--- src/rtl/entity_collision_scheduler.sv ---
// entity_collision_scheduler: time-multiplexed four-edge collision prober for N_ENT entities on one level read port.
// Flags are built in a shadow register and published atomically at the end of each sweep.
module entity_collision_scheduler #(
  parameter int N_ENT = 4,
  parameter int COORD_W = 10,
  parameter int BLK_W = 3,
  parameter int ENT_W = 16,
  parameter int ENT_H = 16,
  parameter logic [(1<<BLK_W)-1:0] SOLID_MASK = 8'hFE,
  parameter int LVL_LAT = 0
) (
  input  logic                         clk,
  input  logic                         reset,
  input  logic                         tick,
  input  logic [N_ENT*2*COORD_W-1:0]   ent_pos,
  input  logic [N_ENT-1:0]             ent_valid,
  output logic [COORD_W-1:0]           lvl_x,
  output logic [COORD_W-1:0]           lvl_y,
  input  logic [BLK_W-1:0]             lvl_data,
  output logic [N_ENT*4-1:0]           col_flags,
  output logic                         col_valid,
  output logic                         busy,
  output logic                         overrun
);
  localparam int EW = N_ENT > 1 ? $clog2(N_ENT) : 1;
  localparam int PW = EW + 2;
  localparam int CW = COORD_W + 1;
  localparam logic [PW-1:0] LAST = PW'(4*N_ENT-1);
  localparam logic [CW-1:0] HW = CW'(ENT_W/2);
  localparam logic [CW-1:0] FW = CW'(ENT_W);
  localparam logic [CW-1:0] HH = CW'(ENT_H/2);
  localparam logic [CW-1:0] FH = CW'(ENT_H);
  localparam logic [CW-1:0] M1 = '1;

  typedef enum logic [1:0] {IDLE, PROBE, DRAIN} state_t;

  state_t                     r_state;
  logic [PW-1:0]              r_p;
  logic [N_ENT*2*COORD_W-1:0] r_pos;
  logic [N_ENT-1:0]           r_valid;
  logic [N_ENT*4-1:0]         r_shadow;

  logic [EW-1:0]      w_ent;
  logic [1:0]         w_kind;
  logic [COORD_W-1:0] w_x, w_y;
  logic [CW-1:0]      w_px, w_py;
  logic               w_probe, w_oob, w_hit;
  logic               w_cap_en, w_cap_oob;
  logic [PW-1:0]      w_cap_idx;
  logic [N_ENT*4-1:0] w_shadow, w_mask;

  assign w_ent   = r_p[PW-1:2];
  assign w_kind  = r_p[1:0];
  assign w_x     = r_pos[w_ent*2*COORD_W +: COORD_W];
  assign w_y     = r_pos[w_ent*2*COORD_W + COORD_W +: COORD_W];
  // One extra bit catches both underflow (-1) and overflow past the world edge
  assign w_px    = {1'b0, w_x} + (w_kind == 2'd2 ? M1 : w_kind == 2'd3 ? FW : HW);
  assign w_py    = {1'b0, w_y} + (w_kind == 2'd0 ? FH : w_kind == 2'd1 ? M1 : HH);
  assign w_probe = r_state == PROBE;
  assign w_oob   = w_px[COORD_W] | w_py[COORD_W];
  assign lvl_x   = w_probe ? w_px[COORD_W-1:0] : '0;
  assign lvl_y   = w_probe ? w_py[COORD_W-1:0] : '0;
  assign busy    = r_state != IDLE;

  generate
    if (LVL_LAT == 0) begin : g_comb
      assign w_cap_en  = w_probe;
      assign w_cap_idx = r_p;
      assign w_cap_oob = w_oob;
    end else begin : g_reg
      logic          r_en, r_oob;
      logic [PW-1:0] r_idx;
      always_ff @(posedge clk or posedge reset)
        if (reset) begin
          r_en  <= 1'b0;
          r_oob <= 1'b0;
          r_idx <= '0;
        end else begin
          r_en  <= w_probe;
          r_oob <= w_oob;
          r_idx <= r_p;
        end
      assign w_cap_en  = r_en;
      assign w_cap_idx = r_idx;
      assign w_cap_oob = r_oob;
    end
  endgenerate

  for (genvar i = 0; i < N_ENT; i++) begin : g_mask
    assign w_mask[4*i +: 4] = {4{r_valid[i]}};
  end

  assign w_hit = w_cap_oob | SOLID_MASK[lvl_data];

  always_comb begin
    w_shadow = r_shadow;
    if (w_cap_en) w_shadow[w_cap_idx] = w_hit;
  end

  always_ff @(posedge clk or posedge reset)
    if (reset) begin
      r_state   <= IDLE;
      r_p       <= '0;
      r_pos     <= '0;
      r_valid   <= '0;
      r_shadow  <= '0;
      col_flags <= '0;
      col_valid <= 1'b0;
      overrun   <= 1'b0;
    end else begin
      col_valid <= 1'b0;
      r_shadow  <= w_shadow;
      if (tick && r_state != IDLE) overrun <= 1'b1;
      if (w_cap_en && w_cap_idx == LAST) begin
        col_flags <= w_shadow & w_mask;
        col_valid <= 1'b1;
      end
      if (r_state == IDLE && tick) begin
        r_state <= PROBE;
        r_p     <= '0;
        r_pos   <= ent_pos;
        r_valid <= ent_valid;
      end else if (w_probe) begin
        r_p <= r_p + 1'b1;
        if (r_p == LAST) r_state <= LVL_LAT != 0 ? DRAIN : IDLE;
      end else if (r_state == DRAIN) begin
        r_state <= IDLE;
      end
    end
endmodule

--- config.mk ---
export PLATFORM = sky130hd
export DESIGN_NAME = entity_collision_scheduler
export DESIGN_NICKNAME = d
export VERILOG_FILES = /design/src/rtl/entity_collision_scheduler.sv
export SDC_FILE = /design/constraint.sdc
export NUM_CORES = 1
export LEC_CHECK = 0
export BUFFER_PORTS_ARGS = -buffer_cell sky130_fd_sc_hd__buf_4
export CAP_MARGIN = 20
export CORE_MARGIN = 2
export CORE_UTILIZATION = 59
export DETAILED_ROUTE_END_ITERATION = 10
export GPL_ROUTABILITY_DRIVEN = 0
export PLACE_DENSITY = 0.85
export SLEW_MARGIN = 20
export SYNTH_ARGS = -nofsm -noshare
export SYNTH_HDL_FRONTEND = slang
export SYNTH_SLANG_ARGS = --single-unit
export TNS_END_PERCENT = 20
--- constraint.sdc ---
create_clock -name clk -period 7.6 [get_ports clk]
set_input_delay 0.38 -clock clk [delete_from_list [all_inputs] [get_ports clk]]
set_output_delay 0.38 -clock clk [all_outputs]
set_load 0.005 [all_outputs]
## After elaboration in Yosys (flattened, before gate mapping)

Memories as Yosys holds them, arrays and structs flattened.
Index checks and enable logic that the tools add are counted.
W data, S select, Z words.

- Bits of input ports: 90
- ROM bits: 8
- Memories kept: 1
- Output and inout port bits: 39
- Register bits after elaboration: 124

- Multipliers: 1
- Add/subtract/negate cells: 4
- Equal/unequal tests: 7
- Mux-type cells: 18
- Shifts and indexed selects: 2
- Bitwise operators: 3
- Reduce and logical (&&, ||, !) cells: 10
- $lt $le $gt $ge: 3

Memories:

| memory | depth | bits a word | rd ports | clocked after memory_dff | write ports | RTL line | RTL |
|---|---|---|---|---|---|---|---|
| (name not given) | 8 | 1 | 1 | 0 | 0 | 93 | `assign w_hit = w_cap_oob \| SOLID_MASK[lvl_data];` |

Operator list:

| kind | number |
|---|---|
| $shiftx A80 B9 Y10 | 2 |
| $mux W11 | 3 |
| $add A10 B11 Y11 | 2 |
| $mux W10 | 2 |
| $and A16 B16 Y16 | 1 |
| $bwmux W16 | 1 |
| $mux W16 | 1 |
| $add A7 B4 Y8 const B | 1 |
| $mux W2 | 4 |
| $mux W4 | 2 |
| $eq A2 B2 Y1 const B | 3 |
| $lt A4 B5 Y1 const B | 1 |
| $mul A2 B3 Y5 const B | 1 |
| $mux W5 | 1 |
| $add A4 B1 Y4 const B | 1 |
| $demux W1 S4 | 1 |
| $eq A2 B1 Y1 const B | 2 |
| $eq A4 B4 Y1 const B | 1 |
| $ge A4 B1 Y1 const B | 1 |
| $logic_and A1 B1 Y1 | 4 |
| $logic_not A2 Y1 | 2 |
| $lt A3 B4 Y1 const B | 1 |
| $reduce_bool A2 Y1 | 2 |
| $mux W1 | 3 |
| other kinds (4) | 5 |

## Logic depth before layout (Yosys ltp)

Gate-level depths: netlist of run 1.

- Depth after elaboration: 9
- Gate-level depth with buffers: 15

## Worst setup path before layout of run 1

OpenSTA, ideal clock, no wires.

- Path type: register to register
- Start point: reg r_p[2]
- End point: reg col_flags[14]
- Setup slack: 4.135 ns
- Period minus slack after synthesis: 3.465 ns
- Library setup time: 0.122 ns
- Stages on the path, launching flop included: 13
- Arrival: 3.344 ns
- Required time: 7.478 ns
- Cells stage by stage: dfrtp_1 -> buf_6 -> buf_1 -> mux4_2 -> ha_1 -> a21oi_1 -> nor4b_4 -> nor4_2 -> nand3_1 -> a311oi_2 -> buf_6 -> nand3_1 -> a32o_1

- Cells in the longest elaborated chain, start to end: 9

RTL lines:

| element | RTL line | RTL |
|---|---|---|
| from (decl) | 38 | `logic [PW-1:0] r_p;` |
| from (signal assigned) | 124 | `r_p <= r_p + 1'b1;` |
| $mul A2 B3 Y5 | 54, 55 |  |
| $add A7 B4 Y8 | 55 | `assign w_y = r_pos[w_ent*2*COORD_W + COORD_W +: COORD_W];` |
| $shiftx A80 B9 Y10 | 55 |  |
| $add A10 B11 Y11 | 58 | `assign w_py = {1'b0, w_y} + (w_kind == 2'd0 ? FH : w_kind == 2'd1 ? M1 : HH);` |
| $or A1 B1 Y1 | 60 | `assign w_oob = w_px[COORD_W] \| w_py[COORD_W];` |
| $or A1 B1 Y1 | 93 |  |
| $bwmux W16 | 97 | `if (w_cap_en) w_shadow[w_cap_idx] = w_hit;` |
| $mux W16 | 97 |  |
| $and A16 B16 Y16 | 115 | `col_flags <= w_shadow & w_mask;` |
| to (signal assigned) | 115 |  |
| to (decl) | 20 | `output logic [N_ENT*4-1:0] col_flags,` |

Several ways; a longest one is shown, not always the timed one.
A chain may end at the register's enable or synchronous reset.

## Worst setup path in the final report of run 1

- Start point: reg r_p[2]
- End point: out lvl_y[9]

- Cells in the longest elaborated chain, start to end: 5

RTL lines:

| element | RTL line | RTL |
|---|---|---|
| $mul A2 B3 Y5 | 55 |  |
| $add A7 B4 Y8 | 55 |  |
| $shiftx A80 B9 Y10 | 55 |  |
| $add A10 B11 Y11 | 58 |  |
| $mux W10 | 62 | `assign lvl_y = w_probe ? w_py[COORD_W-1:0] : '0;` |
| to (decl) | 18 | `output logic [COORD_W-1:0] lvl_y,` |

No other way between the ends.

==> results of run 1 <==
logic make-up after synthesis:
group	after synthesis	synth area share, %
AOI/OAI and AO/OA	78	9.10
xor gates and xnor gates	15	2.10
adders and majority gates	26	5.44
buffers and inverters	42	2.92
DFF	122	48.8
muxes	109	23.2
and+or+nand+nor	109	8.42
worst max path at each step:
stage | start | endpoint | slack [ps] | cells past startpoint
after detailed placement | r_p[2] | col_flags[12] | 3400 | 9
after global placement | r_p[2] | col_flags[14] | 3480 | 9
after floorplan | reset | col_flags[0] | 3980 | 1
after CTS | r_p[2] | lvl_y[9] | 3130 | 11
after global routing | r_p[2] | lvl_y[9] | 2870 | 11
final | r_p[2] | lvl_y[9] | 3160 | 11
metrics by stage:
stage          power, W  util (%)
2_1_floorplan   0.00266         -
3_3_place_gp    0.00343      70.6
3_5_place_dp    0.00354      70.6
4_1_cts         0.00430      75.9
5_1_grt         0.00460      75.9
6_report        0.00429      75.9
power by group:
part / leakage [nW] / total (W) / switching [W] / internal, W
Clock: 0.269 / 0.000742 / 0.000272 / 0.000471
Combinational: 1.83 / 0.00237 / 0.00113 / 0.00123
Sequential: 1.45 / 0.00119 / 0.000224 / 0.000962
layout by cell type, fill, tap and decap left out, types with 2 or more instances in the layout:
| cell type | netlist | routed |
|---|---|---|
| a22o_1 | 5 | 5 |
| o21a_1 | 5 | 5 |
| nor2_1 | 34 | 34 |
| nand3_1 | 7 | 7 |
| mux4_2 | 20 | 20 |
| buf_4 | 0 | 131 |
| a211oi_1 | 3 | 3 |
| nor4_1 | 2 | 2 |
| clkinv_2 | 0 | 6 |
| a21oi_1 | 17 | 17 |
| and2_1 | 3 | 3 |
| nand2_1 | 34 | 34 |
| fa_1 | 2 | 2 |
| nor3_1 | 8 | 8 |
| ha_1 | 24 | 24 |
| bufinv_16 | 0 | 2 |
| o211ai_1 | 2 | 2 |
| mux2_2 | 89 | 89 |
| o21ai_0 | 19 | 19 |
| clkbuf_16 | 0 | 16 |
| clkbuf_8 | 0 | 2 |
| a41oi_1 | 7 | 7 |
| o41ai_2 | 2 | 2 |
| a21o_1 | 6 | 6 |
| dfrtp_1 | 122 | 121 |
| or2_2 | 2 | 2 |
| nor2b_1 | 7 | 6 |
| o31ai_1 | 2 | 2 |
| clkbuf_1 | 17 | 5 |
| inv_1 | 14 | 13 |
| nand4_1 | 2 | 2 |
| and3_1 | 3 | 3 |
| xnor2_1 | 8 | 8 |
| xor2_1 | 7 | 7 |
per-layer routing:
layer,GRT usage (%),up-vias,routed length (um)
li1,-,2062,-
met1,33.0,2213,5670
met2,46.2,157,7290
met3,7.11,33,850
met4,10.0,0,340
met5,0,-,0
critical path: cells and delay by family, from the launching register on:
family	cells	cell delay [ps]
fa+ha+maj	1	290
buf+inv	1	140
flops	1	940
compound gates	5	1160
simple gates	2	210
mux	1	610
xor+xnor	1	150
registers in the layout, indices dropped and copies added, names as in the netlist:
register and flops:
r_shadow 15, r_pos 80, r_p 4, col_valid 1
r_valid 4, col_flags 16, overrun 1, r_state 1
cell type report:
cell class | count | area [um^2] | share of cell area (%)
Inverter | 14 | 55.1 | 0.703
Clock inverter | 9 | 97.6 | 1.25
Clock buffer | 23 | 447 | 5.70
Tap cell | 136 | 170 | 2.17
Sequential cell | 122 | 3050 | 39.0
Multi-Input combinational cell | 337 | 3030 | 38.6
Timing Repair Buffer | 131 | 983 | 12.6
==> reports/qor.txt, run 1 <==
Status -> complete, but fails checks
Failing checks -> negative hold slack
Antenna Nets Post-Route -> 0
Count of cell types in the netlist -> 50
Gr ovfl total -> 0
Slew Limit Fails -> 0
Largest net degree at the start of global routing -> 64
Post-route minimum period -> 4440 ps
Kind of critical path -> register to primary output
Crit path DAT -> 4060 ps
Clock transition at path regs -> 60 ps
Filler cells -> 667
Post-synth ARST share -> 100%
First-pass GRT wire length -> 23500 um
Worst R2R Start -> r_p[2]
Top cells by area, synth -> dfrtp_1, mux2_2, mux4_2
Main synth FF type -> dfrtp_1
Root Buffer Master -> clkbuf_8
Fin crit share -> 58.5%
Placed cell area -> 7290 um^2
CTS Buffer Depth -> 2
Worst EP required -> 7220 ps
CP max-delay cell -> dfrtp_2
Worst-Skew Late Latency -> 540 ps
Flop2flop setup slack -> 3370 ps
Hpwl dp -> 9800 um
Port buffer count -> 128
Slew @ Worst Pin -> 1040 ps
DRT iter0 DRCs -> 268
Fmax -> 0.225 GHz
Worst slack, placed -> 3400 ps
Initial antenna violation count -> 0
Inst Count DP -> 740
Seq cells post-synth -> 122
Final Hold Fails -> 23
Layout cells sized above 1 -> 44.2%
Die Wd -> 107 um
Number of top-level pins -> 129
Die Y -> 107 um
Non-Filler Instances -> 772
Yosys top cell area share -> 48.8%
Via density -> 5.78
CP Launch Type -> register
CP max stage delay -> 940 ps
CTS Hold Bufs -> 0
Pwr/cell area -> 548 nW/um^2
Total GRT Usage -> 27.0%
Rows -> 37
CTS resizes -> 0
CTS Buf Count -> 17
Hold WS -> -20.4 ps
Routed len/inst -> 18.3 um
Worst setup EP type -> primary output
Most common cell in the synthesized netlist -> dfrtp_1
R2r endpoint -> col_flags[12]
Antenna Cells -> 0
Syn Nets -> 617
Worst hold path class -> input port to asynchronous set/reset pin
Starting density of the core -> 60.6%
YS warnings -> 0
Final setup fails -> 0
CTS tree -> built
Routed WL -> 14200 um
Setup TNS -> 0 ps
DRC violation count after routing -> 0
Clock skew after layout -> 9.21 ps
Synth-to-Final Area Change -> 25.2%
Post-layout net count -> 739
Crit path max fanout -> 27
Vias in the first global route -> 4835
Total number of H-tree levels -> 4
Mapped Area -> 6260 um^2
Post-synth EDFFs -> 0
Cell taking the most area after synthesis -> dfrtp_1
Most frequent cells after synthesis -> dfrtp_1, mux2_2, nand2_1, nor2_1, ha_1
Sink Count -> 122
RSZ-0062 raised after global routing -> false
R2r worst-path depth -> 9
Core Region -> 10300 um^2
Routed via count -> 4465
Rel. slew slack -> 30.8%
Finished Cell Area -> 7840 um^2
Number of max-cap violations -> 0
# Post-CTS Setup Buffers -> 0
Post-Syn Instances -> 501
Sequential area share after synthesis -> 48.8%
Worst VDD drop -> 0.229 mV
Syn avg cell area -> 12.5 um^2
Iteration count of the initial detailed-routing pass -> 5
DIE AREA -> 11400 um^2
Lkg Pwr -> 3.54 nW
Final critical-path setup slack -> 3160 ps
Critical path, cell by cell -> mux4_2 > ha_1 > a21o_1 > a21oi_1 > nor2b_1 > o21a_1 > o41ai_1 > o21bai_1 > xnor2_1 > nor2_1 > buf_4
No activity file was read; power rests on OpenSTA's default activity.
==> run 2, diff against run 1 <==
CORE_UTILIZATION = 55   (was 59)
PLACE_DENSITY = 0.8   (was 0.85)
clock period = 4.4 ns   (was 7.6 ns; I/O delays follow)
==> reports/qor.txt, run 2 (synthesis results as in run 1) <==
Routed len/inst -> 17.9 um
Antenna Cells -> 0
CP Launch Type -> register
Core Region -> 11000 um^2
Worst VDD drop -> 0.480 mV
Flop2flop setup slack -> 820 ps
Via density -> 5.74
Crit path DAT -> 3740 ps
Port buffer count -> 128
DRC violation count after routing -> 0
CTS tree -> built
Worst setup EP type -> primary output
First-pass GRT wire length -> 23000 um
Max FFs per register -> 80
Number of max-cap violations -> 0
DRT iter0 DRCs -> 322
Fmax -> 0.252 GHz
Hpwl dp -> 9900 um
Final critical-path setup slack -> 436 ps
Gr ovfl total -> 0
Rel. slew slack -> 29.8%
Most common cell after layout, fill and taps aside -> buf_4
Biggest register -> r_pos
Routed WL -> 14000 um
Number of top-level pins -> 129
Root Buffer Master -> clkbuf_16
Starting density of the core -> 57.0%
Initial antenna violation count -> 0
CTS Buf Count -> 17
Worst slack, placed -> 682 ps
Slew @ Worst Pin -> 1050 ps
FF/Latch Area -> 3060 um^2
Synth-to-Final Area Change -> 27.0%
Area of the multi-input gates -> 3030 um^2
CTS Buffer Depth -> 2
Vias in the first global route -> 4572
DIE AREA -> 12200 um^2
Critical path, cell by cell -> mux4_2 > ha_1 > and2_1 > a221oi_1 > o41ai_2 > a21oi_1 > o21a_1 > o21ai_1 > xnor2_1 > nor2_1 > buf_4
Fin crit share -> 90.1%
Kind of critical path -> register to primary output
Top flop regs -> r_pos: 80 flops, col_flags: 16 flops, r_shadow: 15 flops
Routed via count -> 4476
Die Y -> 111 um
R2r endpoint -> r_shadow[8]
Clock transition at path regs -> 50 ps
CP max-delay cell -> dfrtp_4
Slew Limit Fails -> 0
Rows -> 38
Hold WS -> -67.5 ps
Iteration count of the initial detailed-routing pass -> 4
Largest net degree at the start of global routing -> 87
Filler cells -> 726
R2r worst-path depth -> 14
Worst R2R Start -> r_p[1]
Post-route minimum period -> 3960 ps
Worst EP required -> 4180 ps
Setup TNS -> 0 ps
Status -> complete, but fails checks
Final Hold Fails -> 61
Crit path max fanout -> 27
Worst hold path class -> input port to asynchronous set/reset pin
Lkg Pwr -> 3.59 nW
CP max stage delay -> 750 ps
Most frequent cells in the layout -> buf_4, dfrtp_1, mux2_2, nand2_1, nor2_1
Die Wd -> 111 um
Non-Filler Instances -> 780
Post-layout net count -> 743
Pwr/cell area -> 948 nW/um^2
RSZ-0062 raised after global routing -> false
Final setup fails -> 0
Antenna Nets Post-Route -> 0
Failing checks -> negative hold slack
Layout cells sized above 1 -> 45.0%
Worst-Skew Late Latency -> 420 ps
Inst Count DP -> 748
Total GRT Usage -> 23.8%
Clock skew after layout -> 7.95 ps
# Post-CTS Setup Buffers -> 0
Sink Count -> 122
Total number of H-tree levels -> 4
[run 2: cell types whose count changed in the layout (fill, tap and decap cells not counted), moves of 3 or more]
| cell | change |
|---|---|
| clkbuf_8 | +5 |
| buf_4 | +4 |
| clkbuf_1 | -3 |
| clkinv_2 | -3 |
[run 2: through the flow]
| step | cell area (um^2) | util (%) | power [W] |
|---|---|---|---|
| after global placement | 7330 | 66.7 | 0.00596 |
| final | 7940 | 72.3 | 0.00753 |
| after floorplan | 6260 | - | 0.00460 |
| after detailed placement | 7330 | 66.7 | 0.00612 |
| after global routing | 7940 | 72.3 | 0.00808 |
| after CTS | 7940 | 72.3 | 0.00757 |
[run 2: how the worst max path moves through the flow]
stage | start | end | slack, ps | cells past startpoint
6_report | r_p[2] | lvl_x[9] | 440 | 11
5_1_grt | r_p[2] | lvl_x[9] | 160 | 11
4_1_cts | r_p[2] | lvl_x[9] | 230 | 11
3_5_place_dp | r_p[2] | lvl_x[9] | 680 | 11
3_3_place_gp | r_p[2] | col_flags[14] | 780 | 10
2_1_floorplan | r_p[2] | col_flags[14] | 930 | 12
[run 2: report_power, final]
group / switching (W) / total, W / internal, W
clock network: 0.000482 / 0.00142 / 0.000936
logic: 0.00193 / 0.00407 / 0.00214
registers: 0.000376 / 0.00204 / 0.00166
[run 2: timing repair]
action | in CTS | in global routing
setup endpoints to repair | 0 | 1
hold buffers | 0 | 0
gates resized for setup | 0 | 1
[run 2: area by class of cell]
type,instances,share of cell area [%]
inverters,14,0.725
multi-input cells,337,38.1
clock buffers,26,6.66
clock inverters,6,1.04
repair buffers,135,12.8
flip-flops and latches,122,38.5
well taps,140,2.21
[run 2: worst max-delay path: cells and delay by family (launching register included)]
| family | cells | cell delay [ps] |
|---|---|---|
| AO/OA/AOI/OAI | 5 | 1070 |
| XOR/XNOR | 1 | 130 |
| adder cells (fa/ha/maj) | 1 | 280 |
| buffers and inverters | 1 | 160 |
| flip-flops | 1 | 750 |
| multiplexers | 1 | 580 |
| AND/OR/NAND/NOR | 2 | 350 |
[run 2: routing by layer]
metal / vias to the layer above / global-route usage (%) / routed length [um] / share of wire, %
met5: - / 0 / 0 / 0
met4: 0 / 9.75 / 326 / 2.3
met3: 29 / 6.07 / 823 / 5.9
met2: 148 / 38.9 / 7080 / 51
met1: 2222 / 30.5 / 5750 / 41
li1: 2077 / - / - / -
==> run 3, diff against run 2 <==
CORE_ASPECT_RATIO = 0.7   (was default)
==> reports/qor.txt, run 3 (synthesis results as in run 1) <==
Status -> completed
Sink Count -> 122
Critical path, cell by cell -> mux4_2 > ha_1 > a21o_1 > a21oi_1 > nor2b_1 > o21a_1 > o41ai_1 > o21bai_1 > xnor2_1 > nor2_1 > buf_4
Antenna Cells -> 0
Gr ovfl total -> 0
Worst EP required -> 4180 ps
Finished Cell Area -> 7990 um^2
Clock skew after layout -> 9.96 ps
Die Y -> 93.2 um
CTS Buffer Depth -> 2
Layout cells sized above 1 -> 45.2%
Rel. slew slack -> 29.2%
DRT iter0 DRCs -> 261
Vias in the first global route -> 4602
Worst-Skew Late Latency -> 420 ps
Antenna Nets Post-Route -> 0
Kind of critical path -> register to primary output
Hold WS -> 33.1 ps
Routed via count -> 4497
R2r worst-path depth -> 14
Number of top-level pins -> 129
Most frequent cells in the layout -> buf_4, dfrtp_1, mux2_2, nand2_1, nor2_1
CP max stage delay -> 740 ps
Synth-to-Final Area Change -> 27.7%
CTS Buf Count -> 17
Via density -> 5.67
Starting density of the core -> 56.6%
Fmax -> 0.254 GHz
Worst hold path class -> input port to register
Largest net degree at the start of global routing -> 85
Worst hold stages -> 2
Final setup fails -> 0
Iteration count of the initial detailed-routing pass -> 4
Routed WL -> 14400 um
Biggest register -> r_pos
DRC violation count after routing -> 0
Placed cell area -> 7340 um^2
Hpwl dp -> 10100 um
Initial antenna violation count -> 0
Core Region -> 11100 um^2
RSZ-0062 raised after global routing -> false
Pwr/cell area -> 955 nW/um^2
CP max-delay cell -> dfrtp_4
Crit path DAT -> 3720 ps
Worst setup EP type -> primary output
Total number of H-tree levels -> 4
Root Buffer Master -> clkbuf_16
Flop2flop setup slack -> 840 ps
Fin crit share -> 89.6%
Slew Limit Fails -> 0
Routed len/inst -> 18.2 um
First-pass GRT wire length -> 23400 um
Max FFs per register -> 80
Most common cell after layout, fill and taps aside -> buf_4
Setup TNS -> 0 ps
Slew @ Worst Pin -> 1060 ps
Top flop regs -> r_pos: 80 flops, col_flags: 16 flops, r_shadow: 15 flops
Total GRT Usage -> 24.7%
Clock transition at path regs -> 60 ps
Port buffer count -> 128
Number of max-cap violations -> 0
DIE AREA -> 12300 um^2
# Post-CTS Setup Buffers -> 0
Die Wd -> 131 um
Lkg Pwr -> 3.61 nW
Post-route minimum period -> 3940 ps
Final Hold Fails -> 0
CTS tree -> built
Crit path max fanout -> 27
Rows -> 32
Post-layout net count -> 744
CP Launch Type -> register
Worst VDD drop -> 0.402 mV
run 3: cell count changes in the layout (fill, tap and decap cells not counted):
cell,before,now
bufinv_16,2,4
clkbuf_8,7,3
inv_6,1,2
clkinv_4,0,1
clkbuf_1,2,0
dlygate4sd3_1,0,1
clkinvlp_4,1,2
run 3: report_power, final:
group	switching, W	leakage [nW]	total [W]	internal (W)
clock network	0.000495	0.308	0.00148	0.000988
logic	0.00192	1.85	0.00407	0.00215
registers	0.000413	1.45	0.00208	0.00166
total	0.00283	3.61	0.00763	0.00480
run 3: final timing paths:
check	from	endpoint
worst max register to register	r_p[1]	r_shadow[9]
worst min-delay path	ent_pos[52]	r_pos[52]
worst min register to register	overrun	overrun
worst max-delay path	r_p[2]	lvl_y[9]
max in group asynchronous	reset	r_pos[26]
min in group asynchronous	reset	r_pos[52]
run 3: what timing repair did:
item,CTS,global route
resized for setup,0,1
setup endpoints to repair,0,1
endpoints found under the hold margin,0,8
hold buffers,0,1
run 3: per-layer routing:
| metal | global-route usage (%) | routed length (um) | vias to the layer above |
|---|---|---|---|
| li1 | - | - | 2085 |
| met1 | 31.6 | 6330 | 2246 |
| met2 | 40.9 | 6970 | 145 |
| met3 | 7.53 | 902 | 21 |
| met4 | 7.52 | 200 | 0 |
| met5 | 0 | 0 | - |
run 3: area by class of cell:
cell class                      count  area (um^2)
Multi-Input combinational cell    337         3030
Fill cell                         791         3060
Sequential cell                   122         3060
Tap cell                          153          191
Clock buffer                       20          467
Inverter                           14         57.6
Timing Repair Buffer              136         1020
Clock inverter                     11          168
run 3: through the flow:
stage / power, W / setup WS [ps] / instances / utilization (%)
2_1_floorplan: 0.00460 / 935 / 501 / -
6_report: 0.00763 / 457 / 793 / 72.3
4_1_cts: 0.00765 / 256 / 792 / 72.2
3_3_place_gp: 0.00594 / 788 / 761 / 66.4
5_1_grt: 0.00813 / 222 / 793 / 72.3
3_5_place_dp: 0.00611 / 662 / 761 / 66.4
run 3: critical path: cells and delay by family, from the launching register on:
kind,cells,cell delay (ps)
AO/OA/AOI/OAI,5,1160
XOR/XNOR,1,200
adder cells (fa/ha/maj),1,290
buffers and inverters,1,170
flip-flops,1,740
multiplexers,1,590
AND/OR/NAND/NOR,2,150
